**src/rtl/wja_axil_pkg.sv**
```systemverilog
// Shared types and constants for the wja_axil command-driven AXI4-Lite master.
// Holds the FSM state encoding, the response codes and the default bus widths.
package wja_axil_pkg;

    localparam int DEF_ADDR_W = 5;
    localparam int DEF_DATA_W = 32;

    localparam logic [1:0] RESP_OKAY   = 2'b00;
    localparam logic [1:0] RESP_SLVERR = 2'b10;

    typedef enum logic [2:0] {
        ST_IDLE,
        ST_WADDR,
        ST_WRESP,
        ST_RADDR,
        ST_RDATA,
        ST_RSP
    } state_e;

    // States in which the master waits on the AXI slave; only these advance the timeout.
    function automatic logic bus_phase(input state_e s);
        return (s == ST_WADDR) || (s == ST_WRESP) || (s == ST_RADDR) || (s == ST_RDATA);
    endfunction

endpackage

```
**src/rtl/wja_axil_master_if.sv**
```systemverilog
// Command/response port plus the AXI4-Lite master port, bundled for wja_axil_master.
// The master modport is the block's own view; slave is the view of whatever drives it.
interface wja_axil_master_if
    import wja_axil_pkg::*;
#(
    parameter int ADDR_W = DEF_ADDR_W,
    parameter int DATA_W = DEF_DATA_W
);

    logic              cmd_valid;
    logic              cmd_ready;
    logic              cmd_write;
    logic [ADDR_W-1:0] cmd_addr;
    logic [DATA_W-1:0] cmd_wdata;
    logic [DATA_W/8-1:0] cmd_wstrb;

    logic              rsp_valid;
    logic              rsp_ready;
    logic [DATA_W-1:0] rsp_rdata;
    logic [1:0]        rsp_resp;
    logic              rsp_timeout;

    logic [ADDR_W-1:0] m_axi_awaddr;
    logic [2:0]        m_axi_awprot;
    logic              m_axi_awvalid;
    logic              m_axi_awready;
    logic [DATA_W-1:0] m_axi_wdata;
    logic [DATA_W/8-1:0] m_axi_wstrb;
    logic              m_axi_wvalid;
    logic              m_axi_wready;
    logic [1:0]        m_axi_bresp;
    logic              m_axi_bvalid;
    logic              m_axi_bready;
    logic [ADDR_W-1:0] m_axi_araddr;
    logic [2:0]        m_axi_arprot;
    logic              m_axi_arvalid;
    logic              m_axi_arready;
    logic [DATA_W-1:0] m_axi_rdata;
    logic [1:0]        m_axi_rresp;
    logic              m_axi_rvalid;
    logic              m_axi_rready;

    modport master (
        input  cmd_valid, cmd_write, cmd_addr, cmd_wdata, cmd_wstrb, rsp_ready,
        input  m_axi_awready, m_axi_wready, m_axi_bresp, m_axi_bvalid,
        input  m_axi_arready, m_axi_rdata, m_axi_rresp, m_axi_rvalid,
        output cmd_ready, rsp_valid, rsp_rdata, rsp_resp, rsp_timeout,
        output m_axi_awaddr, m_axi_awprot, m_axi_awvalid, m_axi_wdata, m_axi_wstrb, m_axi_wvalid,
        output m_axi_bready, m_axi_araddr, m_axi_arprot, m_axi_arvalid, m_axi_rready
    );

    modport slave (
        output cmd_valid, cmd_write, cmd_addr, cmd_wdata, cmd_wstrb, rsp_ready,
        output m_axi_awready, m_axi_wready, m_axi_bresp, m_axi_bvalid,
        output m_axi_arready, m_axi_rdata, m_axi_rresp, m_axi_rvalid,
        input  cmd_ready, rsp_valid, rsp_rdata, rsp_resp, rsp_timeout,
        input  m_axi_awaddr, m_axi_awprot, m_axi_awvalid, m_axi_wdata, m_axi_wstrb, m_axi_wvalid,
        input  m_axi_bready, m_axi_araddr, m_axi_arprot, m_axi_arvalid, m_axi_rready
    );

endinterface

```
**src/rtl/wja_axil_timeout.sv**
```systemverilog
// Saturating cycle counter that flags a stalled AXI transaction.
// With TIMEOUT=0 the counter is not built and expired_o stays low.
module wja_axil_timeout #(
    parameter int TIMEOUT = 255
) (
    input  logic clk,
    input  logic reset,
    input  logic clear_i,
    input  logic en_i,
    output logic expired_o
);

    generate
        if (TIMEOUT > 0) begin : g_timer
            localparam int CNT_W = $clog2(TIMEOUT + 1);
            localparam logic [CNT_W-1:0] LIMIT = CNT_W'(TIMEOUT);

            logic [CNT_W-1:0] cnt_q;

            always_ff @(posedge clk) begin
                if (reset || clear_i) begin
                    cnt_q <= '0;
                end else if (en_i && (cnt_q != LIMIT)) begin
                    cnt_q <= cnt_q + 1'b1;
                end
            end

            assign expired_o = (cnt_q == LIMIT);
        end else begin : g_off
            assign expired_o = 1'b0;
        end
    endgenerate

endmodule

```
**src/rtl/wja_axil_master.sv**
```systemverilog
// Single-outstanding AXI4-Lite master: one command in, one AXI transaction, one response out.
// Every output is a register except cmd_ready, which is decoded from the state.
module wja_axil_master
    import wja_axil_pkg::*;
#(
    parameter int ADDR_W  = DEF_ADDR_W,
    parameter int DATA_W  = DEF_DATA_W,
    parameter int TIMEOUT = 255
) (
    input  logic              clk,
    input  logic              reset,
    wja_axil_master_if.master bus
);

    localparam int STRB_W = DATA_W / 8;

    state_e              state_q;
    logic [ADDR_W-1:0]   addr_q;
    logic [DATA_W-1:0]   wdata_q;
    logic [STRB_W-1:0]   wstrb_q;
    logic                awvalid_q;
    logic                wvalid_q;
    logic                bready_q;
    logic                arvalid_q;
    logic                rready_q;
    logic                rsp_valid_q;
    logic [DATA_W-1:0]   rsp_rdata_q;
    logic [1:0]          rsp_resp_q;
    logic                rsp_timeout_q;

    logic accept;
    logic busy;
    logic expired;
    logic resp_hs;
    logic abort;
    logic aw_fin;
    logic w_fin;

    assign bus.cmd_ready = (state_q == ST_IDLE) && !reset;
    assign accept        = bus.cmd_ready && bus.cmd_valid;
    assign busy          = bus_phase(state_q);

    // A response arriving on the expiry cycle still wins; the slave considers it delivered.
    assign resp_hs = ((state_q == ST_WRESP) && bus.m_axi_bvalid) ||
                     ((state_q == ST_RDATA) && bus.m_axi_rvalid);
    assign abort   = busy && expired && !resp_hs;

    // A channel counts as finished once its valid has dropped or handshakes this cycle.
    assign aw_fin = !awvalid_q || bus.m_axi_awready;
    assign w_fin  = !wvalid_q  || bus.m_axi_wready;

    wja_axil_timeout #(
        .TIMEOUT (TIMEOUT)
    ) u_timeout (
        .clk       (clk),
        .reset     (reset),
        .clear_i   (accept),
        .en_i      (busy),
        .expired_o (expired)
    );

    always_ff @(posedge clk) begin
        if (reset) begin
            state_q       <= ST_IDLE;
            addr_q        <= '0;
            wdata_q       <= '0;
            wstrb_q       <= '0;
            awvalid_q     <= 1'b0;
            wvalid_q      <= 1'b0;
            bready_q      <= 1'b0;
            arvalid_q     <= 1'b0;
            rready_q      <= 1'b0;
            rsp_valid_q   <= 1'b0;
            rsp_rdata_q   <= '0;
            rsp_resp_q    <= RESP_OKAY;
            rsp_timeout_q <= 1'b0;
        end else if (abort) begin
            awvalid_q     <= 1'b0;
            wvalid_q      <= 1'b0;
            bready_q      <= 1'b0;
            arvalid_q     <= 1'b0;
            rready_q      <= 1'b0;
            rsp_valid_q   <= 1'b1;
            rsp_rdata_q   <= '0;
            rsp_resp_q    <= RESP_SLVERR;
            rsp_timeout_q <= 1'b1;
            state_q       <= ST_RSP;
        end else begin
            case (state_q)
                ST_IDLE: begin
                    if (bus.cmd_valid) begin
                        addr_q  <= bus.cmd_addr;
                        wdata_q <= bus.cmd_wdata;
                        wstrb_q <= bus.cmd_wstrb;
                        if (bus.cmd_write) begin
                            awvalid_q <= 1'b1;
                            wvalid_q  <= 1'b1;
                            state_q   <= ST_WADDR;
                        end else begin
                            arvalid_q <= 1'b1;
                            state_q   <= ST_RADDR;
                        end
                    end
                end
                ST_WADDR: begin
                    if (bus.m_axi_awready) awvalid_q <= 1'b0;
                    if (bus.m_axi_wready)  wvalid_q  <= 1'b0;
                    if (aw_fin && w_fin) begin
                        bready_q <= 1'b1;
                        state_q  <= ST_WRESP;
                    end
                end
                ST_WRESP: begin
                    if (bus.m_axi_bvalid) begin
                        bready_q      <= 1'b0;
                        rsp_valid_q   <= 1'b1;
                        rsp_rdata_q   <= '0;
                        rsp_resp_q    <= bus.m_axi_bresp;
                        rsp_timeout_q <= 1'b0;
                        state_q       <= ST_RSP;
                    end
                end
                ST_RADDR: begin
                    if (bus.m_axi_arready) begin
                        arvalid_q <= 1'b0;
                        rready_q  <= 1'b1;
                        state_q   <= ST_RDATA;
                    end
                end
                ST_RDATA: begin
                    if (bus.m_axi_rvalid) begin
                        rready_q      <= 1'b0;
                        rsp_valid_q   <= 1'b1;
                        rsp_rdata_q   <= bus.m_axi_rdata;
                        rsp_resp_q    <= bus.m_axi_rresp;
                        rsp_timeout_q <= 1'b0;
                        state_q       <= ST_RSP;
                    end
                end
                ST_RSP: begin
                    if (bus.rsp_ready) begin
                        rsp_valid_q <= 1'b0;
                        state_q     <= ST_IDLE;
                    end
                end
                default: state_q <= ST_IDLE;
            endcase
        end
    end

    assign bus.m_axi_awaddr  = addr_q;
    assign bus.m_axi_awprot  = 3'b000;
    assign bus.m_axi_awvalid = awvalid_q;
    assign bus.m_axi_wdata   = wdata_q;
    assign bus.m_axi_wstrb   = wstrb_q;
    assign bus.m_axi_wvalid  = wvalid_q;
    assign bus.m_axi_bready  = bready_q;
    assign bus.m_axi_araddr  = addr_q;
    assign bus.m_axi_arprot  = 3'b000;
    assign bus.m_axi_arvalid = arvalid_q;
    assign bus.m_axi_rready  = rready_q;
    assign bus.rsp_valid     = rsp_valid_q;
    assign bus.rsp_rdata     = rsp_rdata_q;
    assign bus.rsp_resp      = rsp_resp_q;
    assign bus.rsp_timeout   = rsp_timeout_q;

endmodule

```
**src/flat_wrapper.sv**
```systemverilog
// flat-port wrapper written by rule: the top's interface ports become plain ports
module wja_axil_master_flat import wja_axil_pkg::*;
#(
    parameter int ADDR_W  = DEF_ADDR_W,
    parameter int DATA_W  = DEF_DATA_W,
    parameter int TIMEOUT = 255
)
  (clk, reset, bus_cmd_valid, bus_cmd_write, bus_cmd_addr, bus_cmd_wdata, bus_cmd_wstrb, bus_rsp_ready, bus_m_axi_awready, bus_m_axi_wready, bus_m_axi_bresp, bus_m_axi_bvalid, bus_m_axi_arready, bus_m_axi_rdata, bus_m_axi_rresp, bus_m_axi_rvalid, bus_cmd_ready, bus_rsp_valid, bus_rsp_rdata, bus_rsp_resp, bus_rsp_timeout, bus_m_axi_awaddr, bus_m_axi_awprot, bus_m_axi_awvalid, bus_m_axi_wdata, bus_m_axi_wstrb, bus_m_axi_wvalid, bus_m_axi_bready, bus_m_axi_araddr, bus_m_axi_arprot, bus_m_axi_arvalid, bus_m_axi_rready);
  wja_axil_master_if #(.ADDR_W(ADDR_W), .DATA_W(DATA_W)) bus_i ();
  input  logic clk;
  input  logic reset;
  input wire logic [$bits(bus_i.cmd_valid)-1:0] bus_cmd_valid;
  input wire logic [$bits(bus_i.cmd_write)-1:0] bus_cmd_write;
  input wire logic [$bits(bus_i.cmd_addr)-1:0] bus_cmd_addr;
  input wire logic [$bits(bus_i.cmd_wdata)-1:0] bus_cmd_wdata;
  input wire logic [$bits(bus_i.cmd_wstrb)-1:0] bus_cmd_wstrb;
  input wire logic [$bits(bus_i.rsp_ready)-1:0] bus_rsp_ready;
  input wire logic [$bits(bus_i.m_axi_awready)-1:0] bus_m_axi_awready;
  input wire logic [$bits(bus_i.m_axi_wready)-1:0] bus_m_axi_wready;
  input wire logic [$bits(bus_i.m_axi_bresp)-1:0] bus_m_axi_bresp;
  input wire logic [$bits(bus_i.m_axi_bvalid)-1:0] bus_m_axi_bvalid;
  input wire logic [$bits(bus_i.m_axi_arready)-1:0] bus_m_axi_arready;
  input wire logic [$bits(bus_i.m_axi_rdata)-1:0] bus_m_axi_rdata;
  input wire logic [$bits(bus_i.m_axi_rresp)-1:0] bus_m_axi_rresp;
  input wire logic [$bits(bus_i.m_axi_rvalid)-1:0] bus_m_axi_rvalid;
  output wire logic [$bits(bus_i.cmd_ready)-1:0] bus_cmd_ready;
  output wire logic [$bits(bus_i.rsp_valid)-1:0] bus_rsp_valid;
  output wire logic [$bits(bus_i.rsp_rdata)-1:0] bus_rsp_rdata;
  output wire logic [$bits(bus_i.rsp_resp)-1:0] bus_rsp_resp;
  output wire logic [$bits(bus_i.rsp_timeout)-1:0] bus_rsp_timeout;
  output wire logic [$bits(bus_i.m_axi_awaddr)-1:0] bus_m_axi_awaddr;
  output wire logic [$bits(bus_i.m_axi_awprot)-1:0] bus_m_axi_awprot;
  output wire logic [$bits(bus_i.m_axi_awvalid)-1:0] bus_m_axi_awvalid;
  output wire logic [$bits(bus_i.m_axi_wdata)-1:0] bus_m_axi_wdata;
  output wire logic [$bits(bus_i.m_axi_wstrb)-1:0] bus_m_axi_wstrb;
  output wire logic [$bits(bus_i.m_axi_wvalid)-1:0] bus_m_axi_wvalid;
  output wire logic [$bits(bus_i.m_axi_bready)-1:0] bus_m_axi_bready;
  output wire logic [$bits(bus_i.m_axi_araddr)-1:0] bus_m_axi_araddr;
  output wire logic [$bits(bus_i.m_axi_arprot)-1:0] bus_m_axi_arprot;
  output wire logic [$bits(bus_i.m_axi_arvalid)-1:0] bus_m_axi_arvalid;
  output wire logic [$bits(bus_i.m_axi_rready)-1:0] bus_m_axi_rready;
  assign bus_i.cmd_valid = bus_cmd_valid;
  assign bus_i.cmd_write = bus_cmd_write;
  assign bus_i.cmd_addr = bus_cmd_addr;
  assign bus_i.cmd_wdata = bus_cmd_wdata;
  assign bus_i.cmd_wstrb = bus_cmd_wstrb;
  assign bus_i.rsp_ready = bus_rsp_ready;
  assign bus_i.m_axi_awready = bus_m_axi_awready;
  assign bus_i.m_axi_wready = bus_m_axi_wready;
  assign bus_i.m_axi_bresp = bus_m_axi_bresp;
  assign bus_i.m_axi_bvalid = bus_m_axi_bvalid;
  assign bus_i.m_axi_arready = bus_m_axi_arready;
  assign bus_i.m_axi_rdata = bus_m_axi_rdata;
  assign bus_i.m_axi_rresp = bus_m_axi_rresp;
  assign bus_i.m_axi_rvalid = bus_m_axi_rvalid;
  assign bus_cmd_ready = bus_i.cmd_ready;
  assign bus_rsp_valid = bus_i.rsp_valid;
  assign bus_rsp_rdata = bus_i.rsp_rdata;
  assign bus_rsp_resp = bus_i.rsp_resp;
  assign bus_rsp_timeout = bus_i.rsp_timeout;
  assign bus_m_axi_awaddr = bus_i.m_axi_awaddr;
  assign bus_m_axi_awprot = bus_i.m_axi_awprot;
  assign bus_m_axi_awvalid = bus_i.m_axi_awvalid;
  assign bus_m_axi_wdata = bus_i.m_axi_wdata;
  assign bus_m_axi_wstrb = bus_i.m_axi_wstrb;
  assign bus_m_axi_wvalid = bus_i.m_axi_wvalid;
  assign bus_m_axi_bready = bus_i.m_axi_bready;
  assign bus_m_axi_araddr = bus_i.m_axi_araddr;
  assign bus_m_axi_arprot = bus_i.m_axi_arprot;
  assign bus_m_axi_arvalid = bus_i.m_axi_arvalid;
  assign bus_m_axi_rready = bus_i.m_axi_rready;
  wja_axil_master #(.ADDR_W(ADDR_W), .DATA_W(DATA_W), .TIMEOUT(TIMEOUT)) u_core (.clk(clk), .reset(reset), .bus(bus_i));
endmodule
```
**config.mk**
```make
export PLATFORM = sky130hd
export DESIGN_NAME = wja_axil_master_flat
export DESIGN_NICKNAME = d
export VERILOG_FILES = /design/src/rtl/wja_axil_pkg.sv /design/src/rtl/wja_axil_master_if.sv /design/src/rtl/wja_axil_timeout.sv /design/src/rtl/wja_axil_master.sv /design/src/flat_wrapper.sv
export SDC_FILE = /design/constraint.sdc
export NUM_CORES = 1
export LEC_CHECK = 0
export BUFFER_PORTS_ARGS = -buffer_cell sky130_fd_sc_hd__buf_2
export CORE_ASPECT_RATIO = 1.75
export CORE_MARGIN = 2
export CORE_UTILIZATION = 48
export CTS_BUF_LIST = sky130_fd_sc_hd__clkbuf_8
export CTS_CLUSTER_DIAMETER = 30
export DETAILED_ROUTE_END_ITERATION = 8
export GPL_ROUTABILITY_DRIVEN = 1
export HOLD_SLACK_MARGIN = 0.15
export PLACE_DENSITY = 0.82
export SLEW_MARGIN = 25
export SYNTH_ARGS = -nofsm -noshare
export SYNTH_HDL_FRONTEND = slang
export SYNTH_SLANG_ARGS = --single-unit
```
**constraint.sdc**
```tcl
create_clock -name clk -period 2.3 [get_ports clk]
set_input_delay 0.345 -clock clk [delete_from_list [all_inputs] [get_ports clk]]
set_output_delay 0.345 -clock clk [all_outputs]
set_load 0.05 [all_outputs]
```
### After elaboration in Yosys (flattened, before gate mapping)

Index checks and enable logic that the tools add are counted.

| storage, ports and cells | value |
|---|---|
| flip-flop bits (word level) | 93 |
| bits of input ports | 87 |

| operators by class | value |
|---|---|
| equal/unequal tests | 23 |
| $add $sub $neg | 1 |
| reduce and logical (&&, ||, !) cells | 39 |
| bitwise logic cells | 1 |
| multiplexer cells | 39 |

Operators by type and width:

| operator | number |
|---|---|
| $mux W32 | 2 |
| $pmux W32 S2 | 1 |
| $mux W3 | 7 |
| $ne A2 B2 Y1 const B | 10 |
| $ne A3 B2 Y1 const B | 6 |
| $pmux W3 S6 | 1 |
| $mux W1 | 16 |
| $reduce_and A4 Y1 | 4 |
| $reduce_and A3 Y1 | 5 |
| $pmux W1 S2 | 6 |
| $reduce_and A6 Y1 | 2 |
| $reduce_bool A2 Y1 | 5 |
| $add A8 B1 Y8 const B | 1 |
| $eq A8 B8 Y1 const B | 1 |
| $logic_and A1 B1 Y1 | 8 |
| $mux W2 | 4 |
| $ne A8 B8 Y1 const B | 1 |
| $logic_or A1 B1 Y1 | 7 |
| $eq A3 B2 Y1 const B | 2 |
| $eq A3 B3 Y1 const B | 2 |
| $logic_not A1 Y1 | 4 |
| $pmux W2 S2 | 1 |
| $reduce_bool A4 Y1 | 1 |
| $eq A3 B1 Y1 const B | 1 |
| other kinds (5) | 5 |

### Logic depth before layout (Yosys ltp)

| logic depth | value |
|---|---|
| word-level depth | 8 |
| mapped depth | 7 |
| gate-level depth less buffers | 5 |

### Modules after synthesis

From an unflattened synthesis, not the netlist that was laid out.

| second synthesis, totals | value |
|---|---|
| cell total of the unflattened synthesis | 467 |
| area, all modules | 3,796.1 sq um |

By module, submodules not included:

| module | times used | cells an instance | area an instance (sq um) |
|---|---|---|---|
| wja_axil_master | 1 | 418 | 3,370.7 |
| wja_axil_timeout | 1 | 49 | 425.4 |

### Worst setup path after synthesis

OpenSTA, ideal clock, no wires.

| path | value |
|---|---|
| kind | reg-to-output |
| start point | register u_core.state_q[0] |
| end point | output port bus_cmd_ready |
| stages on the path, launching flop included | 4 |
| data required time | 1.955 ns |
| buffers on the path | 2 |
| arrival time | 2.194 ns |
| path slack | -0.239 ns |
| cell sequence | dfxtp_1 buf_6 clkbuf_1 nor4_1 |

| on the way | value |
|---|---|
| cells in the longest elaborated chain, start to end | 2 |

Ends and longest elaborated chain:

| what | RTL line | source |
|---|---|---|
| start, declared | wja_axil_master.sv:17 | `state_e state_q;` |
| start signal, assigned | wja_axil_master.sv:64 | `state_q <= ST_IDLE;` |
| start signal, assigned | wja_axil_master.sv:87 | `state_q <= ST_RSP;` |
| start signal, assigned | wja_axil_master.sv:98 | `state_q <= ST_WADDR;` |
| $logic_not A3 Y1 | wja_axil_master.sv:39 | `assign bus.cmd_ready = (state_q == ST_IDLE) && !reset;` |
| $logic_and A1 B1 Y1 | wja_axil_master.sv:39 |  |
| end, declared | flat_wrapper.sv:26 | `output wire logic [$bits(bus_i.cmd_ready)-1:0] bus_cmd_ready;` |

No other way between the ends.

### Worst setup path after layout

Ends and elaborated chain as after synthesis.

==> summary.md <==
| Metric | Value |
|---|---|
| Worst-Skew Late Latency | `0.35 ns` |
| Cell depth of the worst setup path | `3` |
| Leak | `about 2.2 nW` |
| CP max stage cell | `dfxtp_1` |
| Residual DRC count | `0` |
| Gr ovfl total | `0` |
| Worst reg2reg path endpoint | `u_core.bus.rsp_resp[0]` |
| Die width | `71.6 um` |
| Die ar. | `8750 um2` |
| R2R cell count | `5` |
| Hold buffer count at CTS | `0` |
| Crit Path Category | `reg2out` |
| Most common cell after layout, fill and taps aside | `buf_2` |
| Largest family of logic cells by synthesized area | `simple AND/OR/NAND/NOR gates` |
| Worst setup path start | `u_core.state_q[0]` |
| Most frequent cells in the layout | `buf_2 (174), nand2_1 (122), dfxtp_1 (93)` |
| Layout cells sized above 1 | `approximately a third` |
| Global-route wire length before repair | `between 15,000 and 20,000 um` |
| IO Pins | `181` |
| Worst R2R Setup Slack | `about 0.33 ns` |
| Row Count | `43` |
| Worst Setup End Kind | `output pin` |
| CP max FO | `14` |
| Root buffer selected by CTS | `clkbuf_8` |
| Final Hold Violating Endpoints | `0` |
| Synth Area in Simple Gates | `between 20% and 30%` |
| Cell area after synthesis | `about 3800 um2` |
| CP Capture Point | `bus_cmd_ready` |
| Main synth FF type | `dfxtp_1` |
| CP top delay family | `buffers and inverters` |
| Sequential-to-total area share from yosys stat | `between 40% and 50%` |
| CTS Sinks | `93` |
| H-tree depth | `3` |
| CTS Buffer Depth | `2` |
| # port buffers | `174` |
| Final #Nets | `just over 700` |
| Yosys cell types | `47` |
| XOR/XNOR share of the synthesized area | `0.456%` |
| Final TNS setup | `0 ns` |
| DP Wirelength | `approximately 7400 um` |
| Clock Skew | `~0.0056 ns` |
| Worst-path clk slew | `0.08 ns` |
| Number of synthesized flops with an enable pin | `0` |
| ANT nets after route | `0` |
| Top layer in use | `met4` |
| Number of global-route vias before repair | `3,775` |
| Post-synth top area cell | `dfxtp_1` |
| Asr flop ratio synth | `0%` |
| Yosys reg bits | `93` |
| Worst-Margin Slew | `about 0.62 ns` |
| Largest cells by area after synthesis | `dfxtp_1 (49%), nand2_1 (12%), a21oi_1 (7.2%), a211oi_1 (6.3%), nand3_1 (5.0%)` |
| Num CTS Buffers | `9` |
| Initial Util | `between 40% and 50%` |
| Critical path data required time | `1.96 ns` |
| Post-cts sizing count | `0` |
| Final setup violating endpoints | `0` |
| Setup Buffers After CTS | `0` |
| Worst hold path class | `in2reg` |
| Share of the synthesized area in the top cell type | `around 49%` |
| Wire per inst | `~14 um` |
| 1st-iter DRT viols | `approximately 160` |
| Post-synthesis adder-cell area fraction | `0.326%` |
| CTS tree | `done` |
| DR vias/cell | `5.39` |
| Max transition margin | `58.9%` |
| Max Freq | `between 400 and 500 MHz` |
| DR vias | `about 3,800` |
| Met1 Wirelength | `~3800 um` |
| Power Density | `a little under 1000 nW/um2` |
| Area Overhead vs Synth | `29.3%` |
| Worst Setup Start Kind | `flop` |
| Fillcell total | `a little under 700` |
| Total Routed Length | `around 10000 um` |
| Max-cap violations | `0` |
| Avg Inst Size Synth | `between 8 and 9 um2` |
| GRT Overall Usage | `a little under a quarter` |
| Critical path buffers and inverters | `2` |
| Compound-Gate Fraction of Synth Area | `roughly a fifth` |
| Initial antenna violation count | `0` |
| Core Area | `around 8000 um2` |
| Syn. warnings | `0` |
| GPL Wtd Cong | `slightly below 1` |
| Met3 Wirelength | `~830 um` |
| Worst R2R Start | `u_core.state_q[0]` |
| Maximum number of pins on one net before global-route repair | `46` |
| Critical Path AT | `around 1.7 ns` |
| CP Cell Sequence | `buf_4 -> nor4_2 -> buf_2` |
| Max IR drop VDD | `roughly 0.00047 V` |
| Final Critical Period | `2.03 ns` |
| Pins Over Slew Limit | `0` |
| Inserted Diodes | `0` |
| Status | `completed` |
| Wire length on met2 | `roughly 5100 um` |
| Mux contribution to synthesized area | `0.783%` |
| Max incr delay on CP | `between 0.5 and 0.6 ns` |
| Min Hold Slack | `0.214 ns` |
| Final Cycle Share | `~88%` |
| RSZ-0062 raised after global routing | `false` |
| DR pass1 iterations | `4` |
| Cells after synthesis | `464` |
| Die Y-Extent | `about 120 um` |
registers in the layout (all words and copies together) (netlist names):
name	flops
u_core.bus.rsp_valid	1
u_core.bus.rsp_resp	2
u_core.u_timeout.g_timer.cnt_q	8
u_core.bus.rsp_timeout	1
u_core.bus.m_axi_bready	1
u_core.bus.m_axi_araddr	5
u_core.bus.m_axi_wdata	32
u_core.bus.m_axi_wstrb	4
u_core.bus.m_axi_arvalid	1
u_core.bus.rsp_rdata	32
u_core.bus.m_axi_awvalid	1
u_core.state_q	3
u_core.bus.m_axi_wvalid	1
u_core.bus.m_axi_rready	1
report_power, final:
group,switching (W),internal (W),leakage [nW]
clock network,0.000533,0.000664,0.118
logic,0.00121,0.000467,1.28
registers,0.000131,0.00178,0.756
cells by family after synthesis:
group / after synthesis
and+or+nand+nor: 198
adders and majority gates: 1
muxes: 3
AOI/OAI and AO/OA: 115
other: 1
buffers and inverters: 51
xor gates and xnor gates: 2
DFF: 93
layer usage:
layer / global-route usage [%] / up-vias
li1: - / 1898
met1: 22.9 / 1764
met2: 43.4 / 159
met3: 5.91 / 18
met4: 11.0 / 0
met5: 0 / -
per-stage QoR:
stage | cells | worst slack [ns] | total power, W | utilization [%] | area, um2
after floorplan | 469 | 0.321 | 0.00322 | - | 3860
after global placement | 696 | 0.452 | 0.00358 | 60.3 | 4730
after detailed placement | 696 | 0.377 | 0.00363 | 60.3 | 4730
after CTS | 712 | 0.242 | 0.00483 | 63.2 | 4960
after global routing | 712 | 0.145 | 0.00504 | 63.2 | 4960
final | 712 | 0.266 | 0.00478 | 63.2 | 4960
cell type report:
class | instances | area (um2) | area share [%]
inverters | 2 | 7.51 | 0.151
flip-flops and latches | 93 | 1860 | 37.5
clock inverters | 5 | 75.1 | 1.51
multi-input cells | 325 | 1750 | 35.4
well taps | 90 | 113 | 2.27
clock buffers | 11 | 151 | 3.05
repair buffers | 186 | 998 | 20.1
synthesized netlist by cell type, drive strengths merged (5+ instances only):
| cell | count |
|---|---|
| nand2 | 122 |
| dfxtp | 93 |
| a21oi | 56 |
| clkbuf | 19 |
| nor2 | 8 |
| nand3 | 38 |
| buf | 30 |
| a211oi | 33 |
| o21ai | 5 |
worst min-delay path by stage:
stage | depth (start not counted) | startpoint | slack (ns) | end
final | 2 | bus_m_axi_awready | 0.21 | u_core.bus.m_axi_awvalid
after global routing | 3 | bus_cmd_wdata[2] | 0.21 | u_core.bus.m_axi_wdata[2]
after CTS | 2 | bus_m_axi_awready | 0.19 | u_core.bus.m_axi_awvalid
after detailed placement | 2 | u_core.bus.m_axi_wdata[0] | 0.45 | u_core.bus.m_axi_wdata[0]
after global placement | 2 | u_core.bus.m_axi_wdata[25] | 0.44 | u_core.bus.m_axi_wdata[25]
after floorplan | 2 | u_core.u_timeout.g_timer.cnt_q[5] | 0.45 | u_core.u_timeout.g_timer.cnt_q[5]
worst register-to-register path: stages (launching register included):
cell and delay [ns]:
dfxtp_1 0.72, inv_1 0.17, a21o_1 0.23, a211oi_4 0.37, buf_12 0.24, a2111oi_0 0.09
Note: power is estimated with default switching activity, not from simulation.
